## src/rtl/cache_fill_arbiter.sv

```systemverilog
// Arbitrates I-cache fills, D-cache fills and write-through stores onto one memory port.
// Define CACHE_FILL_ARB_ROUND_ROBIN_EN to alternate d_miss/i_miss ties instead of always favouring D.
module cache_fill_arbiter #(
  parameter int BLOCK_WORDS = 8,
  parameter int MEM_LATENCY = 4
) (
  input  logic        clk,
  input  logic        rst,
  input  logic        i_miss,
  input  logic [15:0] i_miss_addr,
  input  logic        d_miss,
  input  logic [15:0] d_miss_addr,
  input  logic        d_wr,
  input  logic [15:0] d_wr_addr,
  input  logic [15:0] d_wr_data,
  input  logic [15:0] mem_rd_data,
  input  logic        mem_data_valid,
  output logic        mem_en,
  output logic        mem_wr,
  output logic [15:0] mem_addr,
  output logic [15:0] mem_wr_data,
  output logic [15:0] fill_data,
  output logic [2:0]  fill_word,
  output logic        i_fill_we,
  output logic        d_fill_we,
  output logic        i_fill_done,
  output logic        d_fill_done,
  output logic        d_wr_ack,
  output logic        busy
);

  localparam logic [2:0] S_IDLE  = 3'd0;
  localparam logic [2:0] S_WRITE = 3'd1;
  localparam logic [2:0] S_ISSUE = 3'd2;
  localparam logic [2:0] S_DRAIN = 3'd3;
  localparam logic [2:0] S_DONE  = 3'd4;

  localparam logic [2:0] LAST_WORD = 3'(BLOCK_WORDS - 1);

  // The 3-bit word index and the 16-byte block base both assume eight 16-bit words.
  if (BLOCK_WORDS != 8 || MEM_LATENCY < 1) begin : g_bad_cfg
    $error("cache_fill_arbiter: BLOCK_WORDS must be 8 and MEM_LATENCY at least 1");
  end

  logic [2:0]  state_q, state_d;
  logic [2:0]  issue_cnt_q, issue_cnt_d;
  logic [2:0]  recv_cnt_q, recv_cnt_d;
  logic [11:0] base_q, base_d;
  logic        req_d_q, req_d_d;

  logic gnt_wr, gnt_d, gnt_i;
  logic beat, last_beat;

  // Byte offset within the block is irrelevant once the block base is latched.
  logic unused_addr_bits;
  assign unused_addr_bits = ^{i_miss_addr[3:0], d_miss_addr[3:0]};

`ifdef CACHE_FILL_ARB_ROUND_ROBIN_EN
  logic last_i_q, last_i_d;

  assign gnt_wr = d_wr;
  assign gnt_d  = !d_wr && d_miss && (!i_miss || last_i_q);
  assign gnt_i  = !d_wr && i_miss && (!d_miss || !last_i_q);
`else
  assign gnt_wr = d_wr;
  assign gnt_d  = !d_wr && d_miss;
  assign gnt_i  = !d_wr && !d_miss && i_miss;
`endif

  assign beat      = mem_data_valid && (state_q == S_ISSUE || state_q == S_DRAIN);
  assign last_beat = beat && (recv_cnt_q == LAST_WORD);

  always_comb begin
    state_d     = state_q;
    issue_cnt_d = issue_cnt_q;
    recv_cnt_d  = beat ? recv_cnt_q + 3'd1 : recv_cnt_q;
    base_d      = base_q;
    req_d_d     = req_d_q;
`ifdef CACHE_FILL_ARB_ROUND_ROBIN_EN
    last_i_d    = last_i_q;
`endif
    case (state_q)
      S_IDLE: begin
        if (gnt_wr || gnt_d || gnt_i) begin
          issue_cnt_d = 3'd0;
          recv_cnt_d  = 3'd0;
        end
        if (gnt_wr) begin
          state_d = S_WRITE;
        end else if (gnt_d || gnt_i) begin
          state_d = S_ISSUE;
          base_d  = gnt_d ? d_miss_addr[15:4] : i_miss_addr[15:4];
          req_d_d = gnt_d;
`ifdef CACHE_FILL_ARB_ROUND_ROBIN_EN
          last_i_d = gnt_i;
`endif
        end
      end
      S_WRITE: state_d = S_IDLE;
      S_ISSUE: begin
        issue_cnt_d = issue_cnt_q + 3'd1;
        if (issue_cnt_q == LAST_WORD) begin
          state_d = last_beat ? S_DONE : S_DRAIN;
        end
      end
      S_DRAIN: begin
        if (last_beat) begin
          state_d = S_DONE;
        end
      end
      S_DONE:  state_d = S_IDLE;
      default: state_d = S_IDLE;
    endcase
  end

  always_ff @(posedge clk) begin
    if (rst) begin
      state_q     <= S_IDLE;
      issue_cnt_q <= 3'd0;
      recv_cnt_q  <= 3'd0;
      base_q      <= 12'd0;
      req_d_q     <= 1'b0;
`ifdef CACHE_FILL_ARB_ROUND_ROBIN_EN
      last_i_q    <= 1'b0;
`endif
    end else begin
      state_q     <= state_d;
      issue_cnt_q <= issue_cnt_d;
      recv_cnt_q  <= recv_cnt_d;
      base_q      <= base_d;
      req_d_q     <= req_d_d;
`ifdef CACHE_FILL_ARB_ROUND_ROBIN_EN
      last_i_q    <= last_i_d;
`endif
    end
  end

  // Outputs decode from registered state; only the fill strobes follow mem_data_valid directly.
  always_comb begin
    mem_en      = 1'b0;
    mem_wr      = 1'b0;
    mem_addr    = 16'd0;
    mem_wr_data = 16'd0;
    fill_data   = 16'd0;
    fill_word   = 3'd0;
    i_fill_we   = 1'b0;
    d_fill_we   = 1'b0;
    i_fill_done = 1'b0;
    d_fill_done = 1'b0;
    d_wr_ack    = 1'b0;
    case (state_q)
      S_WRITE: begin
        mem_en      = 1'b1;
        mem_wr      = 1'b1;
        mem_addr    = d_wr_addr;
        mem_wr_data = d_wr_data;
        d_wr_ack    = 1'b1;
      end
      S_ISSUE: begin
        mem_en   = 1'b1;
        mem_addr = {base_q, issue_cnt_q, 1'b0};
      end
      S_DONE: begin
        i_fill_done = !req_d_q;
        d_fill_done = req_d_q;
      end
      default: ;
    endcase
    if (beat) begin
      fill_data = mem_rd_data;
      fill_word = recv_cnt_q;
      i_fill_we = !req_d_q;
      d_fill_we = req_d_q;
    end
  end

  assign busy = (state_q != S_IDLE);

endmodule
```

## config.mk

```make
export PLATFORM = sky130hd
export DESIGN_NAME = cache_fill_arbiter
export DESIGN_NICKNAME = d
export VERILOG_FILES = /design/src/rtl/cache_fill_arbiter.sv
export SDC_FILE = /design/constraint.sdc
export NUM_CORES = 1
export LEC_CHECK = 0
export CELL_PAD_IN_SITES_DETAIL_PLACEMENT = 1
export CELL_PAD_IN_SITES_GLOBAL_PLACEMENT = 2
export CORE_MARGIN = 2
export CORE_UTILIZATION = 17
export CTS_CLUSTER_DIAMETER = 100
export DETAILED_ROUTE_END_ITERATION = 12
export PLACE_DENSITY = 0.84
export SLEW_MARGIN = 20
export SYNTH_ARGS = -nofsm -noshare
export SYNTH_HDL_FRONTEND = slang
export SYNTH_SLANG_ARGS = --single-unit
export TNS_END_PERCENT = 50
```

## constraint.sdc

```tcl
create_clock -name clk -period 3.3 [get_ports clk]
set_clock_uncertainty 0.05 [all_clocks]
set_input_delay 0.495 -clock clk [delete_from_list [all_inputs] [get_ports clk]]
set_output_delay 0.495 -clock clk [all_outputs]
set_load 0.03 [all_outputs]
```

==> summary.json <==
{
  "netlist_area_mm2": 0.00170,
  "mostFrequentLayoutCells": "sky130_fd_sc_hd__clkdlybuf4s50_1, sky130_fd_sc_hd__and2_1, sky130_fd_sc_hd__dfxtp_1",
  "final_common_cell": "sky130_fd_sc_hd__clkdlybuf4s50_1",
  "ys_dominant_reg_cell": "sky130_fd_sc_hd__dfxtp_1",
  "total_of_fill_cells_in_the_finished_design": 1167,
  "initial_antenna_violation_count": 0,
  "cp.required_ns": 2.75,
  "cts-htree-levels": 1,
  "number_of_global_route_vias_before_repair": 1992,
  "clock_tree_from_tritoncts": "built",
  "drtPass1Iterations": 4,
  "hold_path.class": "flop to flop",
  "clkLatencyLatePin_ns": 0.26,
  "gpl.final_weighted_congestion": 0.681,
  "netlist_top_cells_area": "sky130_fd_sc_hd__dfxtp_1, sky130_fd_sc_hd__and2_1, sky130_fd_sc_hd__mux2i_1",
  "cts_hold_repair.buffers": 0,
  "ys_warn_count": 0,
  "irDropWorstVdd_mv": 0.139,
  "max_cap_violations": 0,
  "grt.busiest_layer": "met2",
  "report.final.hold_viol_count": 0,
  "number_of_top_level_pins": 145,
  "drt_iter0_drc": 50,
  "drive_gt1_share_pct": 13.9,
  "viasPerCell": 4.20,
  "placementRows": 36,
  "setup_violations": 0,
  "post-synth-top-area-cell": "sky130_fd_sc_hd__dfxtp_1",
  "leakage_uw": 0.00121,
  "maxSlewHeadroom_pct": 55.6,
  "floorplan.die_area_mm2": 0.0108,
  "critical_path.max_fanout": 35,
  "timing.setup.tns_ns": 0,
  "floorplan.die.height_um": 104,
  "path_clk_slew_ns": 0.09,
  "routed-via-count": 1855,
  "globalRouteMet2Util_pct": 22.8,
  "synth_nets": 272,
  "grt_setup_unrepaired": "no",
  "post_cts_buffers": 0,
  "power.density_mw_per_mm2": 305,
  "coreArea_mm2": 0.00973,
  "tritoncts_num_sinks": 22,
  "num-nets-final": 401,
  "antenna_cells_inserted": 0,
  "routed_wirelength_mm": 6.43,
  "layout.core_utilization_pct": 32.8,
  "synth-edff-count": 0,
  "netlist-cell-type-count": 41,
  "grt_first_pass_wirelength_mm": 10.3,
  "outcome": "finished clean",
  "global_route.usage.total_pct": 11.7,
  "postSynthCellCount": 181,
  "count_of_cells_resized_by_post_cts_repair": 0,
  "seq_area_frac_synth_pct": 26.0,
  "final_period_minus_worst_setup_slack_ns": 2.90,
  "setup.worst_path.class": "flop to output pin",
  "route.detailed.wl_per_inst_um": 14.5,
  "stdcell_count": 442,
  "cp.arrival_ns": 2.36,
  "dp.final_hpwl_mm": 5.13,
  "grt_overflow": 0,
  "endpoint_kind": "output pin",
  "synth_top_area_share_pct": 26.0,
  "ys_ff_latch": 22,
  "numCtsBuffers": 3,
  "grt_start_max_net_pins": 36,
  "route.antenna.remaining_nets": 0,
  "grt_util_met3_pct": 2.32,
  "start_util_pct": 17.4,
  "post-route-drc-count": 0,
  "cts-root-to-sink-buffers": 2,
  "synthesis.area_per_instance_um2": 9.37,
  "fp.dieW_um": 104,
  "final.hold.worst_slack_ns": 0.473,
  "worst-slew-pin-transition_ns": 0.666,
  "synthesis_to_finish_area_growth_pct": 88.1,
  "max_freq_mhz": 344,
  "async_reset_ff_share_pct": 0,
  "placed_cells": 438,
  "worstSetupStartpointType": "flop",
  "root_buffer": "sky130_fd_sc_hd__clkbuf_8",
  "final_min_period_over_clock_period_pct": 88.0,
  "timing.final.max_slew_violations": 0,
  "global_route.usage.met1_pct": 13.1,
  "io_buffers": 136
}
## power by group
group	total, uW	internal (uW)	switching [uW]
Combinational	463	237	227
Sequential	309	286	22.9
Clock	200	106	93.2
Total	972	629	343
## layout make-up
class,instances,area [um2],share of cell area (%)
repair buffers,142,1410,44.1
multi-input cells,138,1110,34.8
well taps,133,166,5.21
flip-flops and latches,22,440,13.8
clock buffers,4,55.1,1.72
inverters,3,11.3,0.353
## per-layer routing
layer,up-vias,share of wire [%]
li1,902,-
met1,885,41
met2,66,52
met3,2,5.7
met4,0,0.62
met5,-,0
## critical path: stages (launching register included)
cell and delay, ns:
sky130_fd_sc_hd__dfxtp_1 0.61, sky130_fd_sc_hd__nor3b_4 0.25, sky130_fd_sc_hd__buf_4 0.33, sky130_fd_sc_hd__a22o_2 0.20, sky130_fd_sc_hd__clkdlybuf4s50_1 0.68
## through the flow
step | setup WS, ns | power [uW] | cell area, um2
6_report | 0.396 | 972 | 3190
5_1_grt | 0.206 | 1030 | 3190
4_1_cts | 0.341 | 989 | 3190
3_5_place_dp | 0.423 | 787 | 3140
3_3_place_gp | 0.404 | 777 | 3140
2_1_floorplan | 1.24 | 580 | 1700
## cell usage after synthesis, types with 4 or more instances
master,count
sky130_fd_sc_hd__a211oi_2,10
sky130_fd_sc_hd__nor2_1,5
sky130_fd_sc_hd__buf_6,6
sky130_fd_sc_hd__a22o_1,8
sky130_fd_sc_hd__a22o_2,7
sky130_fd_sc_hd__mux2i_1,14
sky130_fd_sc_hd__a21oi_2,8
sky130_fd_sc_hd__dfxtp_1,22
sky130_fd_sc_hd__a21oi_1,7
sky130_fd_sc_hd__buf_2,6
sky130_fd_sc_hd__o21ai_0,4
sky130_fd_sc_hd__and2_1,37
sky130_fd_sc_hd__ha_1,5
## worst paths after layout
| kind | from | to | slack [ns] | depth (start not counted) |
|---|---|---|---|---|
| worst max register to register | state_q[1]$_SDFFE_PP0P_ | base_q[6]$_SDFFE_PP0P_ | 1.36 | 4 |
| worst min register to register | recv_cnt_q[2]$_SDFF_PP0_ | recv_cnt_q[2]$_SDFF_PP0_ | 0.47 | 2 |
| worst min-delay path | recv_cnt_q[2]$_SDFF_PP0_ | recv_cnt_q[2]$_SDFF_PP0_ | 0.47 | 2 |
| worst max-delay path | state_q[0]$_SDFFE_PP0P_ | mem_addr[14] | 0.40 | 4 |
## sequential cells by signal, summed over array words and instances (netlist names)
name	flops
base_q	12
issue_cnt_q	3
recv_cnt_q	3
state_q	3
req_d_q	1
## kinds of logic (layout without fill, tap and decap cells)
| logic type | Yosys count | after routing | synth area share [%] |
|---|---|---|---|
| and+or+nand+nor | 64 | 64 | 25.2 |
| AOI/OAI and AO/OA | 55 | 55 | 28.4 |
| DFF | 22 | 22 | 26.0 |
| buffers and inverters | 21 | 149 | 8.48 |
| muxes | 14 | 14 | 8.26 |
| adders and majority gates | 5 | 5 | 3.69 |
Note: power is estimated with default switching activity, not from simulation.
